## src/rtl/bsg_zynq_pair_adder_pkg.sv

```systemverilog
// Shared widths and CSR index map for the Zynq pair adder.
// The counter indices place the status counters onto pl-to-ps CSR slots.
package bsg_zynq_pair_adder_pkg;

    localparam int unsigned width_default_lp       = 32;
    localparam int unsigned count_width_default_lp = 32;

    typedef enum logic [0:0] {
        csr_sum_count_e = 1'b0,
        csr_ovf_count_e = 1'b1
    } csr_idx_e;

    localparam int unsigned num_csrs_lp = 2;

endpackage

```

## src/rtl/bsg_zynq_pair_adder_if.sv

```systemverilog
// Operand/result handshake bundle between the Zynq FIFOs and the pair adder.
// Signal names keep the adder's own port naming so the slave view reads like its port list.
interface bsg_zynq_pair_adder_if
    import bsg_zynq_pair_adder_pkg::*;
#(
    parameter int width_p = width_default_lp
);

    logic [width_p-1:0] a_data_i;
    logic               a_v_i;
    logic               a_yumi_o;

    logic [width_p-1:0] b_data_i;
    logic               b_v_i;
    logic               b_yumi_o;

    logic [width_p-1:0] data_o;
    logic               v_o;
    logic               ready_i;

    modport slave (
        input  a_data_i, a_v_i,
        output a_yumi_o,
        input  b_data_i, b_v_i,
        output b_yumi_o,
        output data_o, v_o,
        input  ready_i
    );

    modport master (
        output a_data_i, a_v_i,
        input  a_yumi_o,
        output b_data_i, b_v_i,
        input  b_yumi_o,
        input  data_o, v_o,
        output ready_i
    );

endinterface

```

## src/rtl/bsg_two_fifo.sv

```systemverilog
// Two-entry FIFO with valid/ready on both sides; ready_o and v_o depend only on
// registered occupancy, so nothing on the output side reaches ready_o combinationally.
module bsg_two_fifo
    import bsg_zynq_pair_adder_pkg::*;
#(
    parameter int width_p = width_default_lp
) (
    input  logic               aclk,
    input  logic               aresetn,

    input  logic               v_i,
    input  logic [width_p-1:0] data_i,
    output logic               ready_o,

    output logic               v_o,
    output logic [width_p-1:0] data_o,
    input  logic               ready_i
);

    logic [width_p-1:0] mem_q [2];
    logic               wr_ptr_q, wr_ptr_d;
    logic               rd_ptr_q, rd_ptr_d;
    logic [1:0]         count_q, count_d;
    logic               enq, deq;

    assign ready_o = (count_q != 2'd2);
    assign v_o     = (count_q != 2'd0);
    assign data_o  = mem_q[rd_ptr_q];

    assign enq = v_i & ready_o;
    assign deq = v_o & ready_i;

    always_comb begin
        // NOTE: every always_comb output gets a default first so no path can infer a latch.
        wr_ptr_d = wr_ptr_q;
        rd_ptr_d = rd_ptr_q;
        count_d  = count_q;
        if (enq) wr_ptr_d = ~wr_ptr_q;
        if (deq) rd_ptr_d = ~rd_ptr_q;
        if (enq && !deq)      count_d = count_q + 2'd1;
        else if (!enq && deq) count_d = count_q - 2'd1;
    end

    // NOTE: sequential state uses non-blocking assignments so all registers update together.
    always_ff @(posedge aclk or negedge aresetn) begin
        if (!aresetn) begin
            wr_ptr_q <= 1'b0;
            rd_ptr_q <= 1'b0;
            count_q  <= 2'd0;
        end else begin
            wr_ptr_q <= wr_ptr_d;
            rd_ptr_q <= rd_ptr_d;
            count_q  <= count_d;
        end
    end

    // NOTE: storage is not reset; an entry is only observed once occupancy says it was written.
    always_ff @(posedge aclk) begin
        if (enq) mem_q[wr_ptr_q] <= data_i;
    end

endmodule

```

## src/rtl/bsg_zynq_pair_adder.sv

```systemverilog
// Adds one operand from each of two ps-to-pl FIFOs and queues the sum for a pl-to-ps FIFO,
// counting sums produced and sums that carried out.
module bsg_zynq_pair_adder
    import bsg_zynq_pair_adder_pkg::*;
#(
    parameter int width_p       = width_default_lp,
    parameter int count_width_p = count_width_default_lp
) (
    input  logic                     aclk,
    input  logic                     aresetn,
    input  logic                     en_i,
    input  logic                     clear_i,
    bsg_zynq_pair_adder_if.slave     io,
    output logic [count_width_p-1:0] sum_count_o,
    output logic [count_width_p-1:0] ovf_count_o
);

    logic [width_p-1:0]       a_reg_q, b_reg_q;
    logic                     a_full_q, a_full_d;
    logic                     b_full_q, b_full_d;
    logic [count_width_p-1:0] sum_count_q, sum_count_d;
    logic [count_width_p-1:0] ovf_count_q, ovf_count_d;
    logic [width_p:0]         sum_w;
    logic                     buf_ready;
    logic                     fire;
    logic                     a_yumi, b_yumi;

    assign fire  = a_full_q & b_full_q & buf_ready;
    assign sum_w = {1'b0, a_reg_q} + {1'b0, b_reg_q};

    // Gating with aresetn keeps the dequeues quiet while reset is held, even with valid inputs.
    assign a_yumi = aresetn & en_i & io.a_v_i & (~a_full_q | fire);
    assign b_yumi = aresetn & en_i & io.b_v_i & (~b_full_q | fire);

    assign io.a_yumi_o = a_yumi;
    assign io.b_yumi_o = b_yumi;

    always_comb begin
        a_full_d    = a_full_q;
        b_full_d    = b_full_q;
        sum_count_d = sum_count_q;
        ovf_count_d = ovf_count_q;

        if (a_yumi)    a_full_d = 1'b1;
        else if (fire) a_full_d = 1'b0;

        if (b_yumi)    b_full_d = 1'b1;
        else if (fire) b_full_d = 1'b0;

        // Clear takes priority over a coincident fire.
        if (clear_i) begin
            sum_count_d = '0;
            ovf_count_d = '0;
        end else if (fire) begin
            sum_count_d = sum_count_q + count_width_p'(1);
            if (sum_w[width_p]) ovf_count_d = ovf_count_q + count_width_p'(1);
        end
    end

    always_ff @(posedge aclk or negedge aresetn) begin
        if (!aresetn) begin
            a_full_q    <= 1'b0;
            b_full_q    <= 1'b0;
            sum_count_q <= '0;
            ovf_count_q <= '0;
        end else begin
            a_full_q    <= a_full_d;
            b_full_q    <= b_full_d;
            sum_count_q <= sum_count_d;
            ovf_count_q <= ovf_count_d;
        end
    end

    always_ff @(posedge aclk) begin
        if (a_yumi) a_reg_q <= io.a_data_i;
        if (b_yumi) b_reg_q <= io.b_data_i;
    end

    bsg_two_fifo #(
        .width_p (width_p)
    ) u_out_fifo (
        .aclk    (aclk),
        .aresetn (aresetn),
        .v_i     (fire),
        .data_i  (sum_w[width_p-1:0]),
        .ready_o (buf_ready),
        .v_o     (io.v_o),
        .data_o  (io.data_o),
        .ready_i (io.ready_i)
    );

    assign sum_count_o = sum_count_q;
    assign ovf_count_o = ovf_count_q;

endmodule
```

## src/flat_wrapper.sv

```systemverilog
// flat-port wrapper written by rule: the top's interface ports become plain ports
module bsg_zynq_pair_adder_flat import bsg_zynq_pair_adder_pkg::*;
#(
    parameter int width_p       = width_default_lp,
    parameter int count_width_p = count_width_default_lp
)
  (aclk, aresetn, en_i, clear_i, sum_count_o, ovf_count_o, io_a_data_i, io_a_v_i, io_a_yumi_o, io_b_data_i, io_b_v_i, io_b_yumi_o, io_data_o, io_v_o, io_ready_i);
  bsg_zynq_pair_adder_if #(.width_p(width_p)) io_i ();
  input  logic aclk;
  input  logic aresetn;
  input  logic en_i;
  input  logic clear_i;
  output logic [count_width_p-1:0] sum_count_o;
  output logic [count_width_p-1:0] ovf_count_o;
  input wire logic [$bits(io_i.a_data_i)-1:0] io_a_data_i;
  input wire logic [$bits(io_i.a_v_i)-1:0] io_a_v_i;
  output wire logic [$bits(io_i.a_yumi_o)-1:0] io_a_yumi_o;
  input wire logic [$bits(io_i.b_data_i)-1:0] io_b_data_i;
  input wire logic [$bits(io_i.b_v_i)-1:0] io_b_v_i;
  output wire logic [$bits(io_i.b_yumi_o)-1:0] io_b_yumi_o;
  output wire logic [$bits(io_i.data_o)-1:0] io_data_o;
  output wire logic [$bits(io_i.v_o)-1:0] io_v_o;
  input wire logic [$bits(io_i.ready_i)-1:0] io_ready_i;
  assign io_i.a_data_i = io_a_data_i;
  assign io_i.a_v_i = io_a_v_i;
  assign io_a_yumi_o = io_i.a_yumi_o;
  assign io_i.b_data_i = io_b_data_i;
  assign io_i.b_v_i = io_b_v_i;
  assign io_b_yumi_o = io_i.b_yumi_o;
  assign io_data_o = io_i.data_o;
  assign io_v_o = io_i.v_o;
  assign io_i.ready_i = io_ready_i;
  bsg_zynq_pair_adder #(.width_p(width_p), .count_width_p(count_width_p)) u_core (.aclk(aclk), .aresetn(aresetn), .en_i(en_i), .clear_i(clear_i), .io(io_i), .sum_count_o(sum_count_o), .ovf_count_o(ovf_count_o));
endmodule
```

## config.mk

```make
export PLATFORM = sky130hd
export DESIGN_NAME = bsg_zynq_pair_adder_flat
export DESIGN_NICKNAME = d
export VERILOG_FILES = /design/src/rtl/bsg_zynq_pair_adder_pkg.sv /design/src/rtl/bsg_zynq_pair_adder_if.sv /design/src/rtl/bsg_two_fifo.sv /design/src/rtl/bsg_zynq_pair_adder.sv /design/src/flat_wrapper.sv
export SDC_FILE = /design/constraint.sdc
export NUM_CORES = 1
export LEC_CHECK = 0
export BUFFER_PORTS_ARGS = -buffer_cell sky130_fd_sc_hd__buf_2
export CORE_MARGIN = 2
export CORE_UTILIZATION = 60
export CTS_CLUSTER_SIZE = 12
export DETAILED_ROUTE_END_ITERATION = 10
export GPL_ROUTABILITY_DRIVEN = 1
export MAX_ROUTING_LAYER = met4
export PLACE_DENSITY_LB_ADDON = 0.05
export SYNTH_ARGS = -nofsm -noshare
export SYNTH_HDL_FRONTEND = slang
export SYNTH_SLANG_ARGS = --single-unit
```

## constraint.sdc

```tcl
create_clock -name aclk -period 11.41 [get_ports aclk]
set_input_delay 3.423 -clock aclk [delete_from_list [all_inputs] [get_ports aclk]]
set_output_delay 3.423 -clock aclk [all_outputs]
set_load 0.03 [all_outputs]
```

==> results.env, run 1 <==
RUN_STATUS='finished clean'
AREA_ADDED_BETWEEN_SYNTHESIS_AND_FINISH_PCT=17.35
ANTENNA_LEFT=0
CRITICAL_PATH_ORIGIN='aresetn'
TRITONCTS='done'
ANTENNA_VIOLATIONS_BEFORE_REPAIR=0
POST_SYNTH.CELL_AREA_AVG_UM2=12.95
SYNTH_FP_NETS=823
DATA_ARRIVAL_TIME_OF_THE_CRITICAL_PATH_NS=4.96
AVGROUTEDWIREPERCELL_UM=16.70
START_KIND='input port'
SEQPWRFRAC_PCT=45.3
MAX_SLEW_MARGIN_PCT=23.53
HOLD_PATH.STARTPOINT='u_core.u_out_fifo.wr_ptr_q$_DFFE_PN0P_'
POST-CTS-SETUP-BUFFER-COUNT=0
P_TOTAL_mW=1.930
POWER.DENSITY_mW_PER_MM2=177.4
CLOCKROOTBUFFER='clkbuf_16'
CP_DATA_REQUIRED_TIME_NS=7.99
RSZ0062_AT_GRT='false'
POWER.INTERNAL_mW=1.373
SYNTH_CELL_TYPE_COUNT=62
FIN_SETUP_TNS_NS=0
POST_SYNTH_MOST_FREQUENT_CELLS='128 x edfxtp_1, 73 x nor2_1, 70 x dfrtp_1'
SYNTH_XOR_AREA_SHARE_PCT=8.788
DRIVE_GT1_SHARE_PCT=29.25
WL_UM=18150
SYNTH-EDFF-COUNT=128
SYNTH_ADDER_AREA_SHARE_PCT=4.941
TOTAL_SWITCHING_POWER_uW=557.0
CRITICAL_PATH_CLASS='in2out'
POWER.CLOCK.FRACTION_PCT=31.5
FILLCELLCOUNT=1053
PERIOD_SHARE_PCT=73.43
FINALWORSTPATHREQUIREDPERIOD_NS=8.379
START_UTIL_PCT=61.20
FIN_WORST_SKEW_NS=0.009245
DIODES=0
CTS_INSERTED_BUFFERS=17
MAX-CLOCK-PATH-BUFFERS=2
SETUP-VIOLATIONS-FINAL=0
SYNTHSIMPLEGATEAREAFRAC_PCT=12.76
CLKSLEWWORSTSETUPHOLDPATHS_NS=0.06
GRT_USAGE_PCT=23.63
SEQUENTIAL_AREA_SHARE_AFTER_SYNTHESIS_PCT=60.37
VIA_PER_INST=5.643
MAX_SLEW.WORST_PIN.SLEW_NS=1.147
SYNTHMOSTINSTANTIATEDCELL='edfxtp_1'
IO_BUFFER_COUNT=169
STATIC-LEAKAGE-POWER_nW=4.711
LARGEST_FAMILY_OF_LOGIC_CELLS_BY_SYNTHESIZED_AREA='simple AND/OR/NAND/NOR gates'
DIEAREA_MM2=0.01646
POST_SYNTH_MAIN_AREA_CONTRIBUTORS='edfxtp_1 41%, dfrtp_1 19%, xor2_1 5.7%'
DRT_PRE_ANTENNA_ITERS=5
DESIGN.PORTCOUNT=170
NUMBER_OF_VIAS_IN_THE_ROUTED_LAYOUT=6134
SYNTHDOMINANTAREACELLTYPE='edfxtp_1'
GRT_START_MAX_NET_PINS=65
FINAL_HOLD_VIOL_COUNT=0
ASYNC_FLOP_SHARE_PCT=35.35
POST_CTS_RESIZE_COUNT=0
FMAX_GHz=0.1193
WORST_HOLD_PATH_TYPE='reg2reg'
LAYOUT.CELLS.NON_FILLER=1087
CORE.ROWCOUNT=45
COMPOUND_GATE_FRACTION_OF_SYNTH_AREA_PCT=7.370
COMB_POWER_SHARE_PCT=23.2
SYNTH-MAIN-FF-CELL='edfxtp_1'
POST_CTS_HOLD_BUFFER_COUNT=0
GP_CONGESTION=0.8871
NETSWITCHINGFRACTION_PCT=28.87
FINALNETCOUNT=993
IR_DROP_uV=124.0
FLOORPLAN.DIE.HEIGHT_UM=128.3
MUX_SHARE_OF_POST_SYNTHESIS_CELL_AREA_PCT=3.996
PLACED_CELLS=1055
GRT_PASS1_VIAS=6009
CLOCK_INSERTION_DELAY_WORST_SKEW_NS=0.42
WORST-PATH-MAX-FANOUT=33
CP-END-KIND='output pin'
YOSYS.AREA.TOP_TYPE_SHARE_PCT=41.47
YOSYS_REGISTER_BITS=198
CTS_HTREE_LEVELS=4
CAP_VIOL_MAX_COUNT=0
MAXSLEWVIOLCOUNT=0
GRT.OVERFLOW.TOTAL=0
SYNTHESIS.INSTANCES=716
FP.DIEW_UM=128.3
WIRE_LENGTH_OF_THE_FIRST_GLOBAL_ROUTING_PASS_UM=29310
FP.COREAREA_MM2=0.01515
CLOCK_SINK_COUNT=198
REMAINING_DRC_ERRORS=0
R2R_START='u_core.b_reg_q[0]$_DFFE_PP_'
DP_HPWL_UM=12620
DRT_FIRST_ITER_VIOLATIONS=368
SYNTH_WARNINGS=0
SYNTH.CELL_AREA_MM2=0.009269
per-layer routing:
layer,vias to the layer above,routed length [um],track usage (%)
met3,24,940,3.965
li1,2958,-,-
met4,0,293,8.016
met1,2962,8264,32.06
met5,-,0,-
met2,190,8655,36.64
area by class of cell:
type / count / area (um2) / share of cell area [%]
multi-input combinational: 488 / 3538 / 32.53
clock buffer: 22 / 444.2 / 4.084
tap: 188 / 235.2 / 2.163
sequential: 198 / 5595 / 51.44
inverter: 7 / 26.28 / 0.2416
timing repair buffer: 174 / 883.3 / 8.121
clock inverter: 10 / 153.9 / 1.415
through the flow:
step                utilization (%)  hold WS (ns)  instance area [um2]  worst slack [ns]
floorplan                         -        0.4603                 9269             2.460
global placement              67.86        0.5287                10280             3.024
detailed placement            67.86        0.5364                10280             2.960
CTS                           71.81        0.5451                10880             2.959
global route                  71.81        0.5774                10880             2.848
finish                        71.81        0.5432                10880             3.031
placed cells by master, fill, tap and decap left out, drive strengths merged, types with 2 or more instances in the layout:
| master | Yosys | layout |
|---|---|---|
| nor3 | 2 | 2 |
| xnor2 | 33 | 33 |
| nand2b | 2 | 2 |
| or3 | 4 | 4 |
| and3 | 22 | 22 |
| a21o | 24 | 24 |
| a211o | 3 | 3 |
| buf | 7 | 174 |
| nand4b | 2 | 2 |
| nand4 | 22 | 22 |
| o21bai | 4 | 4 |
| a31o | 2 | 2 |
| xor2 | 60 | 60 |
| clkbuf | 15 | 22 |
| nand3 | 37 | 37 |
| nor2b | 4 | 4 |
| nor2 | 73 | 73 |
| clkinv | 0 | 4 |
| ha | 35 | 35 |
| dfrtp | 70 | 70 |
| a221o | 2 | 2 |
| nand2 | 30 | 30 |
| and4 | 11 | 11 |
| clkinvlp | 0 | 2 |
| o21ai | 12 | 12 |
| and2 | 11 | 11 |
| a211oi | 4 | 4 |
| o211ai | 2 | 2 |
| a21oi | 37 | 37 |
| edfxtp | 128 | 128 |
| inv | 7 | 7 |
| a31oi | 3 | 3 |
| or2 | 3 | 3 |
| o21a | 2 | 2 |
| mux2 | 32 | 32 |
| bufinv | 0 | 4 |
final timing paths:
kind / to / cells after the start / slack, ns
max in group asynchronous: u_core.ovf_count_o[29]$_DFFE_PN0P_ / 2 / 7.42
setup / recovery: io_b_yumi_o / 5 / 3.03
hold / removal: u_core.u_out_fifo.wr_ptr_q$_DFFE_PN0P_ / 1 / 0.54
hold reg to reg: u_core.u_out_fifo.wr_ptr_q$_DFFE_PN0P_ / 1 / 0.54
setup reg to reg: u_core.ovf_count_o[31]$_DFFE_PN0P_ / 12 / 7.89
min in group asynchronous: u_core.ovf_count_o[15]$_DFFE_PN0P_ / 1 / 2.95
worst max-delay path: stages:
cell and delay (ns):
buf_2 0.38, nand3_1 0.26, a21oi_4 0.17, buf_4 0.42, buf_2 0.28
cell families after synthesis:
kind of cell,count (synthesis)
flip-flops,198
adder cells (fa/ha/maj),36
AND/OR/NAND/NOR,226
buffers and inverters,30
AO/OA/AOI/OAI,100
XOR/XNOR,93
multiplexers,33
registers in the layout, indices dropped and copies added (netlist names):
register                    flops
u_core.a_full_q                 1
u_core.a_reg_q                 32
u_core.u_out_fifo.count_q       2
u_core.b_reg_q                 32
u_core.u_out_fifo.mem_q        64
u_core.u_out_fifo.rd_ptr_q      1
u_core.sum_count_o             32
u_core.u_out_fifo.wr_ptr_q      1
u_core.ovf_count_o             32
u_core.b_full_q                 1
power by group through the flow:
stage               logic (mW)  clock network [mW]  registers, mW
floorplan                0.324                   0          0.886
global placement         0.440                   0          0.886
detailed placement       0.448                   0          0.889
CTS                      0.451               0.620          0.874
global route             0.483               0.646          0.880
finish                   0.447               0.609          0.874
Power figures use the tool's default switching activity.
==> inputs of run 2 (changes only) <==
ABC_AREA = 1   (was unset)
CORE_UTILIZATION = 58   (was 60)
clock period = 7.8 ns   (was 11.41 ns; I/O delays follow)
==> run 2 against run 1 <==
  * Via count grew 59%
  * Highest routed layer unchanged
  * Utilization shrank 3.7 points
  * Clock-buffer cell count shrank 5
==> results.env, run 2 <==
RUN_STATUS='finished clean'  # unchanged
WORST-PATH-MAX-FANOUT=3  # was 33
RSZ0062_AT_GRT='false'  # unchanged
MAXSLEWVIOLCOUNT=0  # unchanged
SEQUENTIAL_STANDARD_CELL_AREA_MM2=0.005595  # unchanged
PRECTSSETUPSLACK_NS=2.296  # was 2.960 ns
WL_UM=28280  # was 18150 um
FINALNETCOUNT=1670  # was 993
COMB_POWER_SHARE_PCT=29.2  # was 23.2%
WORST_HOLD_PATH_TYPE='reg2reg'  # unchanged
FIN_WORST_SKEW_NS=0.01294  # was 0.009245 ns
FILLCELLCOUNT=1603  # was 1053
CLOCK_INSERTION_DELAY_WORST_SKEW_NS=0.44  # was 0.42 ns
FLOORPLAN.DIE.HEIGHT_UM=141.8  # was 128.3 um
STATIC-LEAKAGE-POWER_nW=6.031  # was 4.711 nW
AREA_ADDED_BETWEEN_SYNTHESIS_AND_FINISH_PCT=15.37  # was 17.35%
CRITICAL_PATH_CLASS='in2out'  # unchanged
IO_BUFFER_COUNT=169  # unchanged
SYNTH-MAIN-FF-CELL='edfxtp_1'  # unchanged
GR-MAX-USAGE-LAYER='met2'  # unchanged
SYNTHDOMINANTAREACELLTYPE='edfxtp_1'  # unchanged
AVGROUTEDWIREPERCELL_UM=15.63  # was 16.70 um
YOSYS_REGISTER_BITS=198  # unchanged
GRT_START_MAX_NET_PINS=71  # was 65
POWER.CLOCK.FRACTION_PCT=28.4  # was 31.5%
CLOCK_SINK_COUNT=198  # unchanged
MAX-CLOCK-PATH-BUFFERS=2  # unchanged
ANTENNA_VIOLATIONS_BEFORE_REPAIR=0  # unchanged
P_TOTAL_mW=3.147  # was 1.930 mW
DIODES=0  # unchanged
SYNTH_CELL_TYPE_COUNT=34  # was 62
DATA_ARRIVAL_TIME_OF_THE_CRITICAL_PATH_NS=3.17  # was 4.96 ns
PLACED_CELLS=1778  # was 1055
CRITICAL_PATH.N_BUFFERS_INVERTERS=2  # was 3
FMAX_GHz=0.1813
SYNTHMOSTINSTANTIATEDCELL='nand2_1'  # was edfxtp_1
SYNTH.CELL_AREA_MM2=0.01101  # was 0.009269 mm2
CLKSLEWWORSTSETUPHOLDPATHS_NS=0.07  # was 0.06 ns
POWER.INTERNAL_mW=1.990  # was 1.373 mW
FIN_UTIL_PCT=68.16  # was 71.81%
SEQUENTIAL_AREA_SHARE_AFTER_SYNTHESIS_PCT=50.80  # was 60.37%
LAYOUT.CELLS.NON_FILLER=1810  # was 1087
POST_CTS_HOLD_BUFFER_COUNT=0  # unchanged
FINAL_HOLD_VIOL_COUNT=0  # unchanged
POST_CTS_RESIZE_COUNT=0  # unchanged
DRT_FIRST_ITER_VIOLATIONS=855  # was 368
CAP_VIOL_MAX_COUNT=0  # unchanged
GRT_PASS1_VIAS=9159  # was 6009
GRT.MET1_USAGE_PCT=42.28  # was 32.06%
USE_MET2_PCT=46.12  # was 36.64%
CTS_INSERTED_BUFFERS=17  # unchanged
POST-CTS-SETUP-BUFFER-COUNT=0  # unchanged
CTS_HTREE_LEVELS=4  # unchanged
GP_CONGESTION=0.9830  # was 0.8871
MAX_SLEW.WORST_PIN.SLEW_NS=1.071  # was 1.147 ns
R2R_START='u_core.b_reg_q[0]$_DFFE_PP_'  # unchanged
CRITICAL_PATH_ORIGIN='aresetn'  # unchanged
NETSWITCHINGFRACTION_PCT=36.78  # was 28.87%
CRIT_FAMILY='buffers and inverters'  # unchanged
SETUP-VIOLATIONS-FINAL=0  # unchanged
WORSTPATHCELLLIST='buf_2 > nand3_1 > a21oi_4 > buf_2'  # was buf_2 > nand3_1 > a21oi_4 > buf_4 > buf_2
YOSYS.AREA.TOP_TYPE_SHARE_PCT=34.90  # was 41.47%
DIEAREA_MM2=0.02011  # was 0.01646 mm2
MAX_SLEW_MARGIN_PCT=28.52  # was 23.53%
FLIP_FLOP_COUNT_OF_THE_LARGEST_REGISTER_AFTER_LAYOUT=64  # unchanged
REMAINING_DRC_ERRORS=0  # unchanged
WIRE_LENGTH_OF_THE_FIRST_GLOBAL_ROUTING_PASS_UM=45950  # was 29310 um
LAYOUT.CELLS.MOST_COMMON='nand2_1'  # was buf_2
CP-END-KIND='output pin'  # unchanged
DRIVE_GT1_SHARE_PCT=14.53  # was 29.25%
HOLD_PATH.STARTPOINT='u_core.u_out_fifo.count_q[0]$_DFFE_PN0P_'  # was u_core.u_out_fifo.wr_ptr_q$_DFFE_PN0P_
PERIOD_SHARE_PCT=70.70
SEQPWRFRAC_PCT=42.3  # was 45.3%
SYNTH-EDFF-COUNT=128  # unchanged
CORE.ROWCOUNT=50  # was 45
FP.DIEW_UM=141.8  # was 128.3 um
NUMBER_OF_VIAS_IN_THE_ROUTED_LAYOUT=9749  # was 6134
GRT_USAGE_PCT=29.91  # was 23.63%
TRITONCTS='done'  # unchanged
SYNTH_FP_NETS=1500  # was 823
CP_DATA_REQUIRED_TIME_NS=5.46  # was 7.99 ns
TOTAL_SWITCHING_POWER_mW=1.158  # was 557.0 uW
FIN_SETUP_TNS_NS=0  # unchanged
IR_DROP_uV=173.4  # was 124.0 uV
FP.COREAREA_MM2=0.01864  # was 0.01515 mm2
CRITPATHMAXSTAGEDELAY_NS=0.24  # was 0.42 ns
START_KIND='input port'  # unchanged
SYNTHESIS.INSTANCES=1393  # was 716
MULTIINPUTGATEAREA_MM2=0.004743  # was 0.003538 mm2
GRT.OVERFLOW.TOTAL=0  # unchanged
VIA_PER_INST=5.386  # was 5.643
FIN_WS_NS=2.285  # was 3.031 ns
DESIGN.PORTCOUNT=170  # unchanged
POWER.DENSITY_mW_PER_MM2=247.7  # was 177.4 mW/mm2
CLOCKROOTBUFFER='clkbuf_16'  # unchanged
CRIT_PATH_FREQUENT_CELL='buf_2'  # unchanged
DRT_PRE_ANTENNA_ITERS=6  # was 5
POST_SYNTH_MOST_FREQUENT_CELLS='523 x nand2_1, 166 x nor2_1, 151 x inv_1'  # was 128 x edfxtp_1, 73 x nor2_1, 70 x dfrtp_1
POST_SYNTH_MAIN_AREA_CONTRIBUTORS='edfxtp_1 35%, nand2_1 18%, dfrtp_1 16%'  # was edfxtp_1 41%, dfrtp_1 19%, xor2_1 5.7%
START_UTIL_PCT=59.08  # was 61.20%
ASYNC_FLOP_SHARE_PCT=35.35  # unchanged
LARGEST_REGISTER='u_core.u_out_fifo.mem_q'  # unchanged
SYNTH_WARNINGS=0  # unchanged
USE_MET3_PCT=4.455  # was 3.965%
ANTENNA_LEFT=0  # unchanged
FINALWORSTPATHREQUIREDPERIOD_NS=5.515
FINAL_CELL_MIX='523 x nand2_1, 169 x buf_2, 164 x nor2_1'  # was 169 x buf_2, 128 x edfxtp_1, 72 x nor2_1
POST_SYNTH.CELL_AREA_AVG_UM2=7.907  # was 12.95 um2
CP_SLOWEST_CELL='a21oi_4'  # was buf_4
DP_HPWL_UM=20620  # was 12620 um
[run 2: worst register-to-register path: cells and delay by family, from the launching register on]
| family | cells | cell delay [ns] |
|---|---|---|
| simple gates | 11 | 1.44 |
| fa+ha+maj | 2 | 0.72 |
| flops | 1 | 0.37 |
[run 2: power by group through the flow]
stage	sequential, mW	clock, mW	combinational, mW
finish	1.33	0.894	0.921
global route	1.34	0.941	1.02
CTS	1.33	0.909	0.925
detailed placement	1.36	0	0.920
global placement	1.35	0	0.907
floorplan	1.36	0	0.621
[run 2: cell type report]
cell class / count / share of cell area [%]
clock buffers: 17 / 3.348
clock inverters: 15 / 1.369
inverters: 156 / 4.608
multi-input cells: 1015 / 37.33
flip-flops and latches: 198 / 44.03
well taps: 234 / 2.304
repair buffers: 175 / 7.011
[run 2: metrics by stage]
step / cell area (um2) / hold WS, ns
2_1_floorplan: 11010 / 0.4635
3_3_place_gp: 12110 / 0.4804
3_5_place_dp: 12110 / 0.4867
4_1_cts: 12710 / 0.4999
5_1_grt: 12710 / 0.5221
6_report: 12710 / 0.5039
[run 2: logic make-up after synthesis]
family                   after synthesis  share of synthesized area [%]
AND/OR/NAND/NOR                      844                          31.10
flip-flops                           198                          50.80
buffers and inverters                180                          6.475
AO/OA/AOI/OAI                        107                          5.237
adder cells (fa/ha/maj)               36                          4.158
XOR/XNOR                              28                          2.226
[run 2: final timing paths]
check                                                           end  slack, ns  cells past startpoint
hold / removal             u_core.u_out_fifo.count_q[0]$_DFFE_PN0P_       0.50                      1
max in group asynchronous         u_core.ovf_count_o[1]$_DFFE_PN0P_       5.01                      2
setup reg to reg                 u_core.ovf_count_o[21]$_DFFE_PN0P_       5.21                     13
hold reg to reg            u_core.u_out_fifo.count_q[0]$_DFFE_PN0P_       0.50                      1
min in group asynchronous        u_core.sum_count_o[26]$_DFFE_PN0P_       2.17                      2
setup / recovery                                        io_a_yumi_o       2.29                      4
[run 2: layer usage]
layer	share of wire, %	vias up
met5	0	-
li1	-	4834
met3	7.1	41
met1	46	4480
met4	1.6	0
met2	45	394
==> inputs of run 3 (changes only) <==
ABC_AREA = 0   (was 1)
CORE_UTILIZATION = 56   (was 58)
clock period = 5.1 ns   (was 7.8 ns; I/O delays follow)
==> run 3 against run 2 <==
  * Clock skew shrank 0.0056 ns
  * Critical path type unchanged
  * Via count fell by 36%
  * Largest cell class unchanged
  * Total power up 34%
  * Clock-buffer cell count increased by 1
  * Sequential cell count is the same
  * Routed wire length is 32% lower
==> results.env, run 3 (synthesis results as in run 1) <==
RUN_STATUS='finished clean'  # unchanged
CORE.ROWCOUNT=47  # was 50
DRIVE_GT1_SHARE_PCT=29.67  # was 14.53%
FIN_SETUP_TNS_NS=0  # unchanged
AVGROUTEDWIREPERCELL_UM=17.11  # was 15.63 um
FF2FF_PATH_DEPTH=12  # was 13
CLOCKROOTBUFFER='clkbuf_16'  # unchanged
DESIGN.PORTCOUNT=170  # unchanged
FINALNETCOUNT=994  # was 1670
POWER.DENSITY_mW_PER_MM2=387.2  # was 247.7 mW/mm2
WORST-PATH-MAX-FANOUT=4  # was 3
FP.COREAREA_MM2=0.01641  # was 0.01864 mm2
VIA_PER_INST=5.547  # was 5.386
FIN_WORST_SKEW_NS=0.007346  # was 0.01294 ns
POST_CTS_HOLD_BUFFER_COUNT=0  # unchanged
GRT.OVERFLOW.TOTAL=0  # unchanged
FINAL_HOLD_VIOL_COUNT=0  # unchanged
DIODES=0  # unchanged
POST-CTS-SETUP-BUFFER-COUNT=0  # unchanged
CLOCK_SINK_COUNT=198  # unchanged
CLKSLEWWORSTSETUPHOLDPATHS_NS=0.06  # was 0.07 ns
FINAL_CELL_MIX='169 x buf_2, 128 x edfxtp_1, 72 x nor2_1'  # was 523 x nand2_1, 169 x buf_2, 164 x nor2_1
FINAL_CELL_AREA_EXCLUDING_FILLER_CELLS_MM2=0.01087  # was 0.01271 mm2
DETAILROUTE.WIRELENGTH.MET2_UM=9323  # was 12780 um
DRT_PRE_ANTENNA_ITERS=4  # was 6
GP_CONGESTION=0.8578  # was 0.9830
CP-END-KIND='output pin'  # unchanged
REMAINING_DRC_ERRORS=0  # unchanged
WL_MET1_UM=8486  # was 13050 um
GRT_PASS1_VIAS=6111  # was 9159
MAX_SLEW.WORST_PIN.SLEW_NS=1.164  # was 1.071 ns
GRT_USAGE_PCT=23.19  # was 29.91%
DATA_ARRIVAL_TIME_OF_THE_CRITICAL_PATH_NS=2.27  # was 3.17 ns
FLIP_FLOP_COUNT_OF_THE_LARGEST_REGISTER_AFTER_LAYOUT=64  # unchanged
DIEAREA_MM2=0.01760  # was 0.02011 mm2
HOLDPATHEND='u_core.u_out_fifo.wr_ptr_q$_DFFE_PN0P_'  # was u_core.u_out_fifo.count_q[0]$_DFFE_PN0P_
DPL-INSTANCE-AREA_MM2=0.01033  # was 0.01211 mm2
TOP_SIGNAL_LAYER_USED='met4'  # unchanged
NUMBER_OF_VIAS_IN_THE_ROUTED_LAYOUT=6213  # was 9749
TIMING.HOLD.WORST_PATH_DEPTH=1  # unchanged
CAP_VIOL_MAX_COUNT=0  # unchanged
FIN_UTIL_PCT=66.23  # was 68.16%
MAX-CLOCK-PATH-BUFFERS=2  # unchanged
IO_BUFFER_COUNT=169  # unchanged
SETUP-VIOLATIONS-FINAL=0  # unchanged
LARGEST_REGISTER='u_core.u_out_fifo.mem_q'  # unchanged
CP_DATA_REQUIRED_TIME_NS=3.57  # was 5.46 ns
MAXSLEWVIOLCOUNT=0  # unchanged
RSZ0062_AT_GRT='false'  # unchanged
DRT_FIRST_ITER_VIOLATIONS=390  # was 855
POST_CTS_RESIZE_COUNT=0  # unchanged
PLACED_CELLS=1088  # was 1778
AREA_ADDED_BETWEEN_SYNTHESIS_AND_FINISH_PCT=17.24  # was 15.37%
START_KIND='input port'  # unchanged
FLOORPLAN.DIE.HEIGHT_UM=132.7  # was 141.8 um
WL_UM=19170  # was 28280 um
GRT_START_MAX_NET_PINS=65  # was 71
ANTENNA_VIOLATIONS_BEFORE_REPAIR=0  # unchanged
MET3_WIRELENGTH_UM=941  # was 1997 um
LAYOUT.CELLS.MOST_COMMON='buf_2'  # was nand2_1
CLOCK_INSERTION_DELAY_WORST_SKEW_NS=0.43  # was 0.44 ns
FMAX_GHz=0.2635
HOLD_PATH.STARTPOINT='u_core.u_out_fifo.wr_ptr_q$_DFFE_PN0P_'  # was u_core.u_out_fifo.count_q[0]$_DFFE_PN0P_
FP.DIEW_UM=132.7  # was 141.8 um
WORST_HOLD_PATH_TYPE='reg2reg'  # unchanged
WIRE_LENGTH_OF_THE_FIRST_GLOBAL_ROUTING_PASS_UM=31000  # was 45950 um
FIN_WS_NS=1.305  # was 2.285 ns
REG2REG_SLACK_NS=1.54  # was 5.21 ns
LAYOUT.CELLS.NON_FILLER=1120  # was 1810
CTS_INSERTED_BUFFERS=17  # unchanged
IR_DROP_uV=258.6  # was 173.4 uV
PRECTSSETUPSLACK_NS=1.295  # was 2.296 ns
R2R_START='u_core.b_reg_q[0]$_DFFE_PP_'  # unchanged
CRITICAL_PATH_CLASS='in2out'  # unchanged
P_TOTAL_mW=4.207  # was 3.147 mW
MAX_SLEW_MARGIN_PCT=22.43  # was 28.52%
DP_HPWL_UM=13160  # was 20620 um
WHS_NS=0.5483  # was 0.5039 ns
REGTOREGENDPOINT='u_core.ovf_count_o[11]$_DFFE_PN0P_'  # was u_core.ovf_count_o[21]$_DFFE_PN0P_
STATIC-LEAKAGE-POWER_nW=4.683  # was 6.031 nW
PERIOD_SHARE_PCT=74.41
TRITONCTS='done'  # unchanged
ANTENNA_LEFT=0  # unchanged
CTS_HTREE_LEVELS=4  # unchanged
FINALWORSTPATHREQUIREDPERIOD_NS=3.795
START_UTIL_PCT=56.49  # was 59.08%
-- run 3: cell types whose count changed in the layout (fill, tap and decap cells not counted), moves of 18 or more --
cell / before / now
inv_1: 151 / 6
nand2_1: 523 / 30
a21o_1: 3 / 21
o21ai_0: 34 / 11
nand3_1: 86 / 33
mux2_2: 0 / 32
nor3_1: 30 / 2
xor2_1: 22 / 60
xnor2_1: 6 / 33
nor2_1: 164 / 72
-- run 3: where the power goes --
| part | internal, mW | switching (mW) |
|---|---|---|
| logic | 0.355 | 0.656 |
| clock network | 0.666 | 0.573 |
| registers | 1.90 | 0.0581 |
-- run 3: per-layer routing --
| layer | global-route usage (%) | up-vias |
|---|---|---|
| li1 | - | 2955 |
| met1 | 30.85 | 3016 |
| met2 | 36.07 | 208 |
| met3 | 3.985 | 34 |
| met4 | 8.781 | 0 |
| met5 | - | - |
-- run 3: how the worst max path moves through the flow --
| stage | start | end | slack, ns | depth (start not counted) |
|---|---|---|---|---|
| finish | aresetn | io_b_yumi_o | 1.30 | 4 |
| global route | aresetn | io_b_yumi_o | 1.26 | 4 |
| CTS | aresetn | io_a_yumi_o | 1.29 | 4 |
| detailed placement | aresetn | io_a_yumi_o | 1.29 | 4 |
| global placement | aresetn | io_a_yumi_o | 1.31 | 4 |
| floorplan | io_a_v_i | io_a_yumi_o | 0.80 | 2 |
-- run 3: cell type report --
class	instances	area, um2
multi-input cells	488	3538
flip-flops and latches	198	5595
repair buffers	175	890.9
fillers	1261	5540
inverters	7	26.28
clock inverters	14	111.4
clock buffers	18	429.2
well taps	220	275.3
-- run 3: critical path: stages --
cell and delay [ns]:
buf_2 0.11, nand3_1 0.17, a21oi_4 0.22, buf_2 0.23
